File: src/rtl/legv8_pkg.sv
// Shared LEGv8 pipeline definitions: widths, EX/MEM control bundle,
// and the ALU control opcodes used by every stage.
package legv8_pkg;

    localparam int DATA_W     = 64;
    localparam int REG_ADDR_W = 5;

    typedef struct packed {
        logic branch;
        logic uncond;
        logic cbnz;
        logic mem_read;
        logic mem_write;
        logic reg_write;
        logic mem_to_reg;
    } ex_mem_ctrl_t;

    localparam logic [3:0] ALU_AND = 4'b0000;
    localparam logic [3:0] ALU_OR  = 4'b0001;
    localparam logic [3:0] ALU_ADD = 4'b0010;
    localparam logic [3:0] ALU_SUB = 4'b0110;
    localparam logic [3:0] ALU_PIB = 4'b0111;
    localparam logic [3:0] ALU_NOR = 4'b1100;

endpackage

File: src/rtl/legv8_perf_counter.sv
// Wrapping event counter with async active-low clear.
module legv8_perf_counter #(
    parameter int CNT_W = 32
) (
    input  logic             clk,
    input  logic             rst_n,
    input  logic             inc,
    output logic [CNT_W-1:0] count
);

    always_ff @(posedge clk or negedge rst_n) begin
        if (!rst_n) begin
            count <= '0;
        end else if (inc) begin
            count <= count + CNT_W'(1);
        end
    end

endmodule

File: src/rtl/legv8_ex_mem_stage.sv
// EX/MEM pipeline register with MEM-stage branch resolution,
// one-shot redirect/flush and retire/taken performance counters.
module legv8_ex_mem_stage
    import legv8_pkg::*;
#(
    parameter int DATA_W     = 64,
    parameter int REG_ADDR_W = 5,
    parameter int CNT_W      = 32
) (
    input  logic                  clk,
    input  logic                  rst_n,
    input  logic                  ex_valid,
    input  logic [DATA_W-1:0]     ex_pc,
    input  logic [DATA_W-1:0]     ex_imm,
    input  logic [DATA_W-1:0]     ALU_result,
    input  logic                  zero,
    input  logic [DATA_W-1:0]     ex_store_data,
    input  logic [REG_ADDR_W-1:0] ex_rd,
    input  logic                  ex_branch,
    input  logic                  ex_uncond,
    input  logic                  ex_cbnz,
    input  logic                  ex_mem_read,
    input  logic                  ex_mem_write,
    input  logic                  ex_reg_write,
    input  logic                  ex_mem_to_reg,
    input  logic                  mem_stall,
    output logic                  mem_valid,
    output logic [DATA_W-1:0]     mem_alu_result,
    output logic [DATA_W-1:0]     mem_store_data,
    output logic [REG_ADDR_W-1:0] mem_rd,
    output logic                  mem_mem_read,
    output logic                  mem_mem_write,
    output logic                  mem_reg_write,
    output logic                  mem_mem_to_reg,
    output logic [DATA_W-1:0]     branch_target,
    output logic                  redirect,
    output logic [CNT_W-1:0]      retired_cnt,
    output logic [CNT_W-1:0]      taken_cnt
);

    ex_mem_ctrl_t          ctrl_d;
    ex_mem_ctrl_t          ctrl_q;
    logic                  valid_q;
    logic                  taken_q;
    logic                  redirect_done;
    logic [DATA_W-1:0]     alu_q;
    logic [DATA_W-1:0]     store_q;
    logic [DATA_W-1:0]     target_q;
    logic [REG_ADDR_W-1:0] rd_q;
    logic                  taken_d;
    logic [DATA_W-1:0]     target_d;

    assign ctrl_d = '{
        branch:     ex_branch,
        uncond:     ex_uncond,
        cbnz:       ex_cbnz,
        mem_read:   ex_mem_read,
        mem_write:  ex_mem_write,
        reg_write:  ex_reg_write,
        mem_to_reg: ex_mem_to_reg
    };

    // CBZ taken on zero, CBNZ on non-zero; B always wins.
    assign taken_d  = ex_uncond | (ex_branch & (zero ^ ex_cbnz));
    assign target_d = ex_pc + (ex_imm << 2);

    always_ff @(posedge clk or negedge rst_n) begin
        if (!rst_n) begin
            valid_q  <= 1'b0;
            taken_q  <= 1'b0;
            alu_q    <= '0;
            store_q  <= '0;
            target_q <= '0;
            rd_q     <= '0;
            ctrl_q   <= '0;
        end else if (!mem_stall) begin
            valid_q  <= ex_valid & ~redirect;
            taken_q  <= taken_d;
            alu_q    <= ALU_result;
            store_q  <= ex_store_data;
            target_q <= target_d;
            rd_q     <= ex_rd;
            ctrl_q   <= ctrl_d;
        end
    end

    // Remembers that a stalled taken branch already redirected.
    always_ff @(posedge clk or negedge rst_n) begin
        if (!rst_n) begin
            redirect_done <= 1'b0;
        end else if (!mem_stall) begin
            redirect_done <= 1'b0;
        end else if (redirect) begin
            redirect_done <= 1'b1;
        end
    end

    assign redirect = valid_q & taken_q & ~redirect_done;

    assign mem_valid      = valid_q;
    assign mem_alu_result = alu_q;
    assign mem_store_data = store_q;
    assign mem_rd         = rd_q;
    assign branch_target  = target_q;
    assign mem_mem_read   = valid_q & ctrl_q.mem_read;
    assign mem_mem_write  = valid_q & ctrl_q.mem_write;
    assign mem_reg_write  = valid_q & ctrl_q.reg_write;
    assign mem_mem_to_reg = valid_q & ctrl_q.mem_to_reg;

    legv8_perf_counter #(.CNT_W(CNT_W)) u_retired (
        .clk   (clk),
        .rst_n (rst_n),
        .inc   (valid_q & ~mem_stall),
        .count (retired_cnt)
    );

    legv8_perf_counter #(.CNT_W(CNT_W)) u_taken (
        .clk   (clk),
        .rst_n (rst_n),
        .inc   (redirect),
        .count (taken_cnt)
    );

endmodule

File: config.mk
export PLATFORM = sky130hd
export DESIGN_NAME = legv8_ex_mem_stage
export DESIGN_NICKNAME = d
export VERILOG_FILES = /design/src/rtl/legv8_pkg.sv /design/src/rtl/legv8_perf_counter.sv /design/src/rtl/legv8_ex_mem_stage.sv
export SDC_FILE = /design/constraint.sdc
export NUM_CORES = 1
export LEC_CHECK = 0
export CORE_AREA = 2 2 212 214
export CTS_BUF_LIST = sky130_fd_sc_hd__clkbuf_8
export DETAILED_ROUTE_END_ITERATION = 16
export DIE_AREA = 0 0 214 216
export PLACE_DENSITY = 0.68
export SETUP_SLACK_MARGIN = 0.15
export SLEW_MARGIN = 20
export SYNTH_ARGS = -nofsm -noshare
export SYNTH_HDL_FRONTEND = slang
export SYNTH_SLANG_ARGS = --single-unit
File: constraint.sdc
create_clock -name clk -period 2 [get_ports clk]
set_input_delay 0.4 -clock clk [delete_from_list [all_inputs] [get_ports clk]]
set_output_delay 0.4 -clock clk [all_outputs]
set_load 0.02 [all_outputs]
==> summary.md, run 1 <==
| Metric | Value |
|---|---|
| Logic pwr share | `33.6%` |
| Drc violations | `0` |
| CP Launch Type | `input port` |
| Synth Cell Area | `14000 sq um` |
| Asr flop ratio synth | `100%` |
| GPL Wtd Cong | `0.921` |
| Footprint of the multi-input gates | `8400 sq um` |
| Clk network pwr share | `30.4%` |
| CP max stage cell | `a2111oi_4` |
| Final Hold Viols | `0` |
| DRT Pass-1 Iters | `5` |
| Post-layout instance area | `24700 sq um` |
| Xor-xnor portion of the synthesized cell area | `6.98%` |
| Setup_tns | `-10.29 ns` |
| Crit path capture type | `register` |
| Critical R2R Capture | `u_taken.count[25]$_DFFE_PN0P_` |
| Failing checks | `setup timing` |
| Share of layout cells above drive strength 1 | `38.7%` |
| Via density | `4.93` |
| R2R cell count | `10` |
| # IOs | `540` |
| Sw power | `5.98 mW` |
| Most used cell, CP | `a2111oi_4` |
| Total number of vias | `13700` |
| Adder-cell share of the synthesized area | `5.75%` |
| Setup violators final | `42` |
| Compound-gate portion of the synthesized area | `14.1%` |
| Main synth FF type | `dfrtp_1` |
| Reg power frac | `36.1%` |
| GRT overflow | `0` |
| Final HPWL DP | `40.8 mm` |
| Dpl cell area | `22200 sq um` |
| Worst hold path depth | `3` |
| Slew Viols, Final | `0` |
| EDFF count, synth | `0` |
| Outcome | `finished, violations left` |
| Commonest non-fill, non-tap cells in the layout | `buf_4, dfrtp_1, dlygate4sd2_1, clkdlybuf4s50_1, mux2_2` |
| Clock transition at path regs | `0.07 ns` |
| CP Class | `input port to register` |
| Critical path, cell by cell | `buf_6 > ha_4 > inv_2 > fa_2 > nor2b_2 > o31a_1 > o31a_2 > a31oi_4 > o21ai_4 > a2111oi_4 > o41ai_4 > buf_4 > a2111oi_4 > nor3_2` |
| RSZ-0062 raised after global routing | `true` |
| Ys Warns | `0` |
| Fin crit period | `2.47 ns` |
| Core area | `43800 sq um` |
| CTS H-tree depth | `2` |
| Routed Antenna Nets | `0` |
| R2r startpoint | `mem_valid$_DFFE_PN0N_` |
| DR iter-0 viols | `718` |
| Worst Path Required | `2.52 ns` |
| Cells after Synth | `1295` |
| Main combinational cell family by area after synthesis | `compound AO/OA/AOI/OAI gates` |
| Internal cell power | `12.1 mW` |
| Die W | `214 um` |
| Path type of the worst min-delay path | `input port to register` |
| Die height | `216 um` |
| Net Sw Frac | `33.1%` |
| Sequential cell area | `6720 sq um` |
| Synth top area cells | `dfrtp_1, mux2_2, ha_1, xnor2_1, nand2_1` |
| Reg-to-reg slack, setup | `0.13 ns` |
| Initial antenna violation count | `2` |
| Fmax | `406 MHz` |
| Post-synthesis mux area share | `11.5%` |
| Max clock buf depth | `3` |
| Post-route setup slack | `-0.466 ns` |
| Total Routing Usage GR | `22.3%` |
| Net count after synthesis | `1632` |
| Setup Skew | `0.0316 ns` |
| Average routed wire per standard cell | `19.3 um` |
| Hold Startpoint | `ex_imm[0]` |
| Net count, final | `2494` |
| Pwr/cell area | `731 nW/um^2` |
| Met2 routed WL | `26.1 mm` |
| Filler cells | `3787` |
| Largest area contributor in the netlist | `dfrtp_1` |
| Post-synth top area share | `47.7%` |
| Seq cells post-synth | `268` |
| Sequential share of the synthesized area | `47.7%` |
| Final wirelength | `53.7 mm` |
| Post-Synth Simple-Gate Area | `11.1%` |
| Clock Root Buffer | `clkbuf_8` |
| Most common cell after layout, fill and taps aside | `buf_4` |
| Vias in the first global route | `14100` |
| CTS tree | `done` |
| Final Cycle Share | `123%` |
| Clk Latency, worst-skew pair | `0.63 ns` |
| Leak | `11.4 nW` |
| Area Growth Syn to Fin | `75.9%` |
| IO Port Bufs | `537` |
| CP arrival | `2.98 ns` |
| Mean Syn Cell Area | `10.8 sq um` |
| M1 WL | `22.0 mm` |
| First-pass GRT wire length | `81.3 mm` |
| Max Used Layer | `met4` |
| Worst-path fanout max | `3` |
| Distinct cells, synth | `76` |
| VDD IR max | `0.455 mV` |
| Sink Count | `268` |
| TritonCTS Buffers | `49` |
| Sink of the worst hold path | `branch_target[2]$_DFFE_PN0N_` |
| MaxCap Viol Count | `0` |
| Full die area | `46200 sq um` |
| Relative slew slack | `59.8%` |
| Pin count of the biggest net entering global routing | `119` |
| Row count | `77` |
| Worst Tran Pin Value | `0.603 ns` |
| Worst stage delay on the critical path | `0.43 ns` |
| Met3 wire len | `4.06 mm` |
| Initial core utilization | `32.0%` |
==> final cells by class <==
cell class              instances  share of cell area (%)
multi-input cells             947                    34.0
flip-flops and latches        268                    27.2
diodes                          2                  0.0203
clock buffers                  66                    3.68
well taps                     592                    3.00
clock inverters                15                   0.415
inverters                      23                   0.349
repair buffers                868                    31.3
==> kinds of logic (layout without fill, tap and decap cells) <==
| logic type | Yosys count | after routing |
|---|---|---|
| and+or+nand+nor | 331 | 331 |
| AOI/OAI and AO/OA | 296 | 296 |
| DFF | 268 | 268 |
| muxes | 144 | 144 |
| xor gates and xnor gates | 112 | 112 |
| buffers and inverters | 80 | 972 |
| adders and majority gates | 64 | 64 |
| other | 0 | 2 |
==> per-stage QoR <==
stage                     utilization (%)  setup WS, ns  std cells  hold WS, ns  power [mW]
final                                56.4        -0.466       2781        0.137        18.1
after global routing                 56.4        -0.496       2781        0.119        18.9
after CTS                            54.1        -0.506       2738       0.0842        17.8
after detailed placement             50.7         -1.42       2621        0.405        12.4
after global placement               50.7         -1.36       2621        0.395        12.3
after floorplan                         -        -0.774       1295        0.104        9.16
==> power by group through the flow <==
stage | clock [mW] | sequential (mW) | combinational [mW]
3_5_place_dp | 0 | 6.60 | 5.82
2_1_floorplan | 0 | 7.30 | 1.86
5_1_grt | 5.84 | 6.60 | 6.46
6_report | 5.49 | 6.51 | 6.06
4_1_cts | 5.64 | 6.50 | 5.70
3_3_place_gp | 0 | 6.58 | 5.77
==> critical path, delay by kind of cell <==
kind	cells	cell delay (ns)
AOI/OAI and AO/OA	7	1.78
buffers and inverters	3	0.32
adders and majority gates	2	0.37
and+or+nand+nor	2	0.11
==> per-layer routing <==
metal,GRT usage (%),vias to the layer above
met2,37.2,502
met1,28.0,6744
met4,7.11,0
li1,-,6373
met3,6.23,97
met5,0,-
==> synthesized netlist by cell type, drive strengths merged (11+ instances only) <==
library cell,instances
dfrtp,268
clkbuf,45
buf,12
o21ai,96
inv,23
a21o,35
xor2,33
nand3,30
nor2,63
and3,17
a21oi,77
o21bai,17
o21a,11
nand2,131
xnor2,79
ha,63
nand4,33
nor3,16
mux2,143
==> state kept, by name, summed over array words and instances (netlist names) <==
name and flops:
u_retired.count 32, mem_rd 5, mem_valid 1, branch_target 64, redirect_done 1, taken_q 1
ctrl_q 4, mem_store_data 64, mem_alu_result 64, u_taken.count 32
==> repair_timing <==
item	4_1_cts	5_1_grt
gates resized for setup	620	222
endpoints found under the hold margin	52	0
setup buffers	35	41
endpoints found under the setup margin	336	104
hold buffers	1	0
pin swaps	81	109
==> worst max path at each step <==
stage | cells after the start | start | endpoint
after floorplan | 12 | ex_pc[2] | branch_target[54]$_DFFE_PN0N_
after global placement | 11 | ex_pc[9] | branch_target[54]$_DFFE_PN0N_
after detailed placement | 13 | ex_pc[2] | branch_target[54]$_DFFE_PN0N_
after CTS | 14 | ex_imm[0] | branch_target[54]$_DFFE_PN0N_
after global routing | 15 | ex_pc[2] | branch_target[62]$_DFFE_PN0N_
final | 14 | ex_pc[2] | branch_target[54]$_DFFE_PN0N_
Power figures use the tool's default switching activity.
==> run 2, diff against run 1 <==
--- a/config.mk
+++ b/config.mk
@@ -9,6 +9,7 @@
 export CTS_BUF_LIST = sky130_fd_sc_hd__clkbuf_8
 export DETAILED_ROUTE_END_ITERATION = 16
 export DIE_AREA = 0 0 214 216
+export GPL_TIMING_DRIVEN = 0
 export PLACE_DENSITY = 0.68
 export SETUP_SLACK_MARGIN = 0.15
 export SLEW_MARGIN = 20
==> summary.md, run 2 (synthesized netlist as in run 1, its figures left out) <==
| Metric | Value |
|---|---|
| Vias in the first global route | `13900 (was 14100)` |
| Average routed wire per standard cell | `20.1 um (was 19.3 um)` |
| Net count, final | `2339 (was 2494)` |
| Area Growth Syn to Fin | `66.4% (was 75.9%)` |
| Fmax | `394 MHz (was 406 MHz)` |
| Max clock buf depth | `3 (unchanged)` |
| Post-route setup slack | `-0.539 ns (was -0.466 ns)` |
| Pre-CTS setup slack | `-1.65 ns (was -1.42 ns)` |
| Pin count of the biggest net entering global routing | `97 (was 119)` |
| Pwr/cell area | `747 nW/um^2 (was 731 nW/um^2)` |
| Crit path capture type | `register (unchanged)` |
| CTS H-tree depth | `2 (unchanged)` |
| Clock Root Buffer | `clkbuf_8 (unchanged)` |
| Total power | `17.5 mW (was 18.1 mW)` |
| TritonCTS Buffers | `48 (was 49)` |
| Failing checks | `setup timing (unchanged)` |
| Clock transition at path regs | `0.07 ns (about the same)` |
| Clk Latency, worst-skew pair | `0.59 ns (was 0.63 ns)` |
| Most common cell after layout, fill and taps aside | `dfrtp_1 (was buf_4)` |
| Die height | `216 um (unchanged)` |
| CP arrival | `3.07 ns (was 2.98 ns)` |
| Sink Count | `268 (unchanged)` |
| Setup violators final | `41 (was 42)` |
| Routed Antenna Nets | `0 (unchanged)` |
| DRT Pass-1 Iters | `5 (unchanged)` |
| Full die area | `46200 sq um (unchanged)` |
| Final wirelength | `53.0 mm (was 53.7 mm)` |
| Setup Skew | `0.00824 ns (was 0.0316 ns)` |
| Die W | `214 um (unchanged)` |
| RSZ-0062 raised after global routing | `true (unchanged)` |
| Final Cycle Share | `127% (was 123%)` |
| CP Class | `input port to register (unchanged)` |
| Core area | `43800 sq um (unchanged)` |
| IO Port Bufs | `536 (was 537)` |
| CTS tree | `done (unchanged)` |
| MaxCap Viol Count | `0 (unchanged)` |
| Row count | `77 (unchanged)` |
| Drc violations | `0 (unchanged)` |
| Worst-path fanout max | `4 (was 3)` |
| DR iter-0 viols | `765 (was 718)` |
| VDD IR max | `0.570 mV (was 0.455 mV)` |
| Leak | `10.5 nW (was 11.4 nW)` |
| Final HPWL DP | `39.3 mm (was 40.8 mm)` |
| Slew Viols, Final | `0 (unchanged)` |
| Relative slew slack | `44.2% (was 59.8%)` |
| Setup_tns | `-12.17 ns (was -10.29 ns)` |
| Commonest non-fill, non-tap cells in the layout | `dfrtp_1, dlygate4sd2_1, clkdlybuf4s50_1, mux2_2, nand2_1 (was buf_4, dfrtp_1, dlygate4sd2_1, clkdlybuf4s50_1, mux2_2)` |
| Reg-to-reg slack, setup | `0.13 ns (about the same)` |
| Worst Tran Pin Value | `0.837 ns (was 0.603 ns)` |
| Initial core utilization | `32.0% (unchanged)` |
| Total Routing Usage GR | `22.1% (was 22.3%)` |
| CP Launch Type | `input port (unchanged)` |
| Final Hold Viols | `0 (unchanged)` |
| Worst Path Required | `2.53 ns (was 2.52 ns)` |
| GRT overflow | `0 (unchanged)` |
| GPL Wtd Cong | `0.886 (was 0.921)` |
| # IOs | `540 (unchanged)` |
| Share of layout cells above drive strength 1 | `31.3% (was 38.7%)` |
| Outcome | `finished, violations left (unchanged)` |
| Fin crit period | `2.54 ns (was 2.47 ns)` |
| Total number of vias | `13200 (was 13700)` |
| Path type of the worst min-delay path | `input port to register (unchanged)` |
| First-pass GRT wire length | `80.3 mm (was 81.3 mm)` |
| Via density | `5.02 (was 4.93)` |
| Initial antenna violation count | `6 (was 2)` |
-- run 2: cell types whose count changed in the layout (fill, tap and decap cells not counted), moves of 5 or more --
cell	change
clkbuf_1	+28
clkdlybuf4s50_1	+13
dlygate4sd2_1	+12
buf_12	-6
nor2_1	+5
buf_2	-15
buf_4	-186
ha_4	-8
dlymetal6s2s_1	-9
-- run 2: layout make-up --
class | count | area [sq um]
sequential | 268 | 6720
antenna | 6 | 15.0
clock buffer | 63 | 867
inverter | 23 | 88.8
buffer | 57 | 420
tap | 592 | 741
fill | 3913 | 20500
multi-input combinational | 947 | 8300
clock inverter | 22 | 133
timing repair buffer | 657 | 6090
-- run 2: layer usage --
metal | track usage, % | wire, um
met2 | 38.2 | 26400
met1 | 26.7 | 21100
met3 | 5.75 | 3880
met4 | 7.79 | 1640
met5 | 0 | 0
-- run 2: final timing paths --
check,start,endpoint,cells after the start
worst max-delay path,ex_pc[9],branch_target[62]$_DFFE_PN0N_,13
worst min-delay path,ex_pc[2],branch_target[2]$_DFFE_PN0N_,3
worst max register to register,mem_valid$_DFFE_PN0N_,u_retired.count[31]$_DFFE_PN0P_,8
worst min register to register,branch_target[6]$_DFFE_PN0N_,branch_target[6]$_DFFE_PN0N_,1
max in group asynchronous,rst_n,u_retired.count[23]$_DFFE_PN0P_,3
min in group asynchronous,rst_n,mem_alu_result[24]$_DFFE_PN0N_,2
-- run 2: power breakdown --
group / total, mW / leakage, nW / switching (mW) / internal [mW]
logic: 5.66 / 6.69 / 3.02 / 2.64
registers: 6.47 / 3.27 / 0.409 / 6.06
clock network: 5.34 / 0.572 / 2.40 / 2.94
total: 17.5 / 10.5 / 5.82 / 11.6
-- run 2: through the flow --
step	instances	hold WS [ns]	utilization [%]	area [sq um]
2_1_floorplan	1295	0.104	-	14400
3_3_place_gp	2423	0.451	46.8	20500
3_5_place_dp	2425	0.454	47.0	20600
4_1_cts	2589	0.0844	51.5	22600
5_1_grt	2635	0.112	53.3	23400
6_report	2635	0.137	53.3	23400
-- run 2: worst max-delay path, stage by stage --
cell and delay (ns):
buf_6 0.10, ha_4 0.23, a211o_1 0.33, a2111oi_4 0.37
o221ai_2 0.16, a31oi_4 0.25, o21ai_4 0.11, a2111oi_4 0.44
o41ai_4 0.10, buf_6 0.15, buf_6 0.12, and3_4 0.15
nor3_4 0.16
-- run 2: timing repair --
action	in CTS	in global routing
setup buffers	78	41
hold buffers	1	0
hold endpoints to repair	86	0
setup endpoints to repair	354	98
gates cloned	0	0
gates resized for setup	623	181
pin swaps	94	88
